==> src/rtl/esram_ahb_sched.sv <==
// AHB-Lite master sequencer for the eSRAM: one-shot config write after reset, then
// write-priority arbitration between the SDIO write and I2S read requesters.
module esram_ahb_sched #(
  parameter int unsigned ADDWID       = 14,
  parameter logic [31:0] ESRAM_BASE   = 32'h2000_0000,
  parameter logic [31:0] CFG_ADDR     = 32'h4003_8080,
  parameter logic [31:0] CFG_DATA     = 32'h0000_0000,
  parameter int unsigned STARTUP_DLY  = 100,
  parameter int unsigned MAX_WR_BURST = 4
) (
  input  logic              mclk,
  input  logic              reset_n,
  input  logic              wr_req,
  input  logic [ADDWID-1:0] wr_addr,
  input  logic [31:0]       wr_data,
  output logic              wr_ack,
  input  logic              rd_req,
  input  logic [ADDWID-1:0] rd_addr,
  output logic [31:0]       rd_data,
  output logic              rd_valid,
  output logic              cfg_done,
  output logic              busy,
  input  logic              HREADY,
  input  logic [31:0]       HRDATA,
  output logic [31:0]       HADDR,
  output logic [31:0]       HWDATA,
  output logic [1:0]        HTRANS,
  output logic              HWRITE
);

  localparam int unsigned CNTW = $clog2(STARTUP_DLY + 1);
  localparam int unsigned STKW = $clog2(MAX_WR_BURST + 1);
  localparam logic [CNTW-1:0] DLY_LAST = CNTW'(STARTUP_DLY - 1);
  localparam logic [STKW-1:0] STK_MAX  = STKW'(MAX_WR_BURST);
  localparam logic [1:0] HT_IDLE   = 2'b00;
  localparam logic [1:0] HT_NONSEQ = 2'b10;

  typedef enum logic [2:0] {
    S_INIT, S_CFG_A, S_CFG_D, S_ARB, S_ADDR, S_DATA
  } state_t;

  state_t          state;
  logic [CNTW-1:0] dly_cnt;
  logic [STKW-1:0] streak;
  logic [31:0]     wdata_q;

  logic        elig_wr, elig_rd, grant_wr, grant_rd;
  logic [31:0] wr_haddr, rd_haddr;

  // A requester is ignored in its own ack cycle so a lingering req cannot re-issue.
  always_comb begin
    elig_wr  = wr_req & ~wr_ack;
    elig_rd  = rd_req & ~rd_valid;
    grant_wr = elig_wr & ~(elig_rd & (streak == STK_MAX));
    grant_rd = ~grant_wr & elig_rd;
    wr_haddr = {ESRAM_BASE[31:16], 16'({wr_addr, 2'b00})};
    rd_haddr = {ESRAM_BASE[31:16], 16'({rd_addr, 2'b00})};
  end

  always_ff @(posedge mclk or negedge reset_n) begin
    if (!reset_n) begin
      state    <= S_INIT;
      dly_cnt  <= '0;
      streak   <= '0;
      wdata_q  <= '0;
      HADDR    <= '0;
      HWDATA   <= '0;
      HTRANS   <= HT_IDLE;
      HWRITE   <= 1'b0;
      wr_ack   <= 1'b0;
      rd_valid <= 1'b0;
      rd_data  <= '0;
      cfg_done <= 1'b0;
      busy     <= 1'b0;
    end else begin
      wr_ack   <= 1'b0;
      rd_valid <= 1'b0;
      unique case (state)
        S_INIT: begin
          if (dly_cnt != DLY_LAST) begin
            dly_cnt <= dly_cnt + CNTW'(1);
          end else if (HREADY) begin
            HADDR  <= CFG_ADDR;
            HWRITE <= 1'b1;
            HTRANS <= HT_NONSEQ;
            state  <= S_CFG_A;
          end
        end
        S_CFG_A: begin
          if (HREADY) begin
            HTRANS <= HT_IDLE;
            HWDATA <= CFG_DATA;
            state  <= S_CFG_D;
          end
        end
        S_CFG_D: begin
          if (HREADY) begin
            cfg_done <= 1'b1;
            HWRITE   <= 1'b0;
            state    <= S_ARB;
          end
        end
        S_ARB: begin
          if (grant_wr) begin
            HADDR   <= wr_haddr;
            HWRITE  <= 1'b1;
            HTRANS  <= HT_NONSEQ;
            wdata_q <= wr_data;
            busy    <= 1'b1;
            streak  <= (streak == STK_MAX) ? STK_MAX : streak + STKW'(1);
            state   <= S_ADDR;
          end else if (grant_rd) begin
            HADDR  <= rd_haddr;
            HWRITE <= 1'b0;
            HTRANS <= HT_NONSEQ;
            busy   <= 1'b1;
            streak <= '0;
            state  <= S_ADDR;
          end else begin
            HTRANS <= HT_IDLE;
          end
        end
        S_ADDR: begin
          if (HREADY) begin
            HTRANS <= HT_IDLE;
            if (HWRITE) HWDATA <= wdata_q;
            state <= S_DATA;
          end
        end
        S_DATA: begin
          if (HREADY) begin
            if (HWRITE) begin
              wr_ack <= 1'b1;
            end else begin
              rd_data  <= HRDATA;
              rd_valid <= 1'b1;
            end
            HWRITE <= 1'b0;
            busy   <= 1'b0;
            state  <= S_ARB;
          end
        end
        default: state <= S_INIT;
      endcase
    end
  end

endmodule

==> config.mk <==
export PLATFORM = sky130hd
export DESIGN_NAME = esram_ahb_sched
export DESIGN_NICKNAME = d
export VERILOG_FILES = /design/src/rtl/esram_ahb_sched.sv
export SDC_FILE = /design/constraint.sdc
export NUM_CORES = 1
export LEC_CHECK = 0
export CAP_MARGIN = 20
export CELL_PAD_IN_SITES_DETAIL_PLACEMENT = 0
export CELL_PAD_IN_SITES_GLOBAL_PLACEMENT = 1
export CORE_AREA = 2 2 130 132
export DETAILED_ROUTE_END_ITERATION = 8
export DIE_AREA = 0 0 132 134
export PLACE_DENSITY = 0.84
export SLEW_MARGIN = 20
export SYNTH_ARGS = -nofsm -noshare
export SYNTH_HDL_FRONTEND = slang
export SYNTH_SLANG_ARGS = --single-unit
==> constraint.sdc <==
create_clock -name mclk -period 2.6 [get_ports mclk]
set_input_delay 0.39 -clock mclk [delete_from_list [all_inputs] [get_ports mclk]]
set_output_delay 0.39 -clock mclk [all_outputs]
set_load 0.05 [all_outputs]
==> results by group <==
Detailed routing
  – DRC errors left: 0
  – DRT iter0 DRCs: 113
  – Routed len/inst: around 16 um
  – Vias/cell: 4.811
  – Via count: 3988
  – DRT antenna net count: 0
  – TritonRoute pass-1 iters: 4
  – Drt total wl: 13.19 mm

Final layout
  – Post-Layout Cell Count: just over 800
  – # fillers: 1447
  – Final Net Count: ~700
  – Reg area: between 0.003 and 0.004 mm2
  – Area occupied by multi-input gates: approximately 0.0021 mm2
  – Share of layout cells above drive strength 1: 21.35%
  – ANT cells: 0
  – Area growth, synth to finish: 46.22%
  – Most common cell after layout, fill and taps aside: clkdlybuf4s50_1
  – Most frequent cells in the layout: 183 x clkdlybuf4s50_1, 131 x dfrtp_1, 68 x mux2_2

Clock tree
  – Clock latency on the worst-skew pair: 0.41 ns
  – Longest Clk Path Bufs: 2
  – Post-CTS Setup Inserts: 0
  – CTS hold repair buffers: 0
  – CTS sink count: 131
  – H-Tree Depth: 4
  – CTS tree: done
  – Post-CTS Resized: 0
  – CTS Buf Count: 17
  – Worst-path clk slew: 0.06 ns
  – CTS root buf: clkbuf_16

Setup path
  – Max incr delay on CP: around 0.88 ns
  – Worst path cell trace: clkdlybuf4s50_1
  – Crit path buffers/inverters: 1
  – Arr. time, crit path: 1.76 ns
  – R2r worst-path depth: 4
  – Crit-path max FO: 5
  – Critical Path Stages: 1
  – Endpoint class of the critical path: output port
  – Startpoint types: register
  – Top delay family on crit path: buffers and inverters
  – Crit-path slowest cell: clkdlybuf4s50_1
  – WP data required: 2.21 ns
  – CP Class: reg -> out

Logic synthesis
  – Ys async rst share: 100.0%
  – Post-synthesis cell type count: 52
  – Largest family of logic cells by synthesized area: multiplexers
  – Number of flops mapped to enable cells by yosys: 0
  – Multiplexer share of the synthesized area: 16.14%
  – Post-Synth Adder-Cell Area: 0.6698%
  – Compound-Gate Fraction of Synth Area: 11.05%
  – Synth Area in XOR/XNOR: less than 1%
  – Simple-Gate Fraction of Synth Area: 7.010%
  – Ys flop type: dfrtp_1
  – Seq/Total Area, Yosys: 58.50%
  – Seq cells post-synth: 131
  – Avg Inst Size Synth: 13.60 um2
  – Synthesized cell area: 0.005604 mm2
  – Ys Warns: 0
  – Cells after Synth: 412

Timing
  – RSZ-0062 raised after global routing: no
  – Min Tclk post-route: 2.150 ns
  – Max-slew violations: 0
  – Measured slew at the worst slew-check pin: 0.7762 ns
  – Setup TNS: 0 ns
  – Relative slew margins: 47.71%
  – Final Hold Vio Count: 0
  – Worst Skew: 0.006700 ns
  – Fin crit share: between 80 and 90%
  – Fmax: 465.2 MHz
  – Final setup viols: 0

GRT
  – Antenna violations before repair: 0
  – Grt ovf: 0
  – First-pass GRT wire length: roughly 22 mm
  – Largest net degree at the start of global routing: 132
  – GRT Total Usage: 15.35%
  – Vias in the first global route: 4204

Die
  – Die height: 134 um
  – Io pins: 200
  – DIE AREA: 0.01769 mm2
  – Area of the core: 0.01629 mm2
  – Starting Density: 34.40%
  – Die X: 132 um
  – Row cnt: 47

Pwr
  – PwrDens: 1360 mW/mm2
  – Worst vdd ir: 0.0006786 V
  – Leakage power: between 3 and 4 nW

Placed design
  – IO buf count: 184
  – GP Congestion: 0.7790
  – Post-DP HPWL: 9.239 mm
  – Placed Instances: roughly 800

Job
  – Max-cap violations: 0

Status
  – Status: finished clean

Hold path
  – Type of the worst min-delay path: in -> async
## metal layers
| metal | GRT usage [%] | up-vias | share of wire [%] |
|---|---|---|---|
| met5 | 0 | - | 0 |
| met3 | 5.556 | 21 | 8.3 |
| met2 | 25.41 | 163 | 48 |
| met1 | 17.99 | 1971 | 41 |
| met4 | 6.824 | 0 | 2.1 |
| li1 | - | 1833 | - |
## power breakdown
part | internal (mW) | switching [mW]
logic | 2.05 | 3.16
clock network | 1.46 | 0.874
registers | 2.96 | 0.642
total | 6.47 | 4.68
## per-stage QoR
stage	power (mW)	instance area (um2)	hold slack (ns)	util [%]	worst slack (ns)
floorplan	7.102	5657	0.09441	-	0.6142
global placement	8.759	7607	0.4603	46.70	0.2816
detailed placement	8.874	7607	0.4585	46.70	0.2581
CTS	11.27	8194	0.1225	50.30	0.4340
global route	11.66	8194	0.1658	50.30	0.3998
finish	11.14	8194	0.08018	50.30	0.4504
## sequential cells by signal, indices dropped and copies added, names as in the netlist, 3 cells and up
name     count
HADDR       16
HWDATA      32
dly_cnt      7
rd_data     32
state        3
streak       3
wdata_q     32
## cells in the mapped netlist, types with 4 or more instances
master,count,area [um2]
a22o_1,33,289.0
buf_6,4,45.04
o21ai_0,21,105.1
mux2_4,7,105.1
nand2b_1,4,25.02
buf_4,17,127.6
dfrtp_1,131,3278
nand2_1,11,41.29
nand3_1,18,90.09
a21oi_1,15,75.07
clkbuf_1,12,45.04
buf_2,6,30.03
a31oi_1,4,25.02
xnor2_1,4,35.03
mux2_2,68,765.7
nor2_1,4,15.01
## cell families after synthesis
group / Yosys count
multiplexers: 78
flip-flops: 131
AO/OA/AOI/OAI: 87
XOR/XNOR: 6
adder cells (fa/ha/maj): 3
other: 1
AND/OR/NAND/NOR: 60
buffers and inverters: 46
## layout make-up
class                           count  area share (%)
Sequential cell                   131           40.01
Timing Repair Buffer              194           24.13
Tap cell                          220           3.359
Multi-Input combinational cell    249           25.21
Clock inverter                     13           1.634
Clock buffer                       19           5.528
Inverter                            3          0.1374
## path summary, 6_finish.rpt
path                       startpoint          to  slack [ns]
setup reg to reg             state[0]  wdata_q[9]        0.56
setup / recovery               HWRITE      HWRITE        0.45
min in group mclk            cfg_done    cfg_done        0.47
hold reg to reg              cfg_done    cfg_done        0.47
max in group asynchronous     reset_n  HWDATA[14]        1.99
hold / removal                reset_n   HTRANS[1]        0.08
Note: power is estimated with default switching activity, not from simulation.
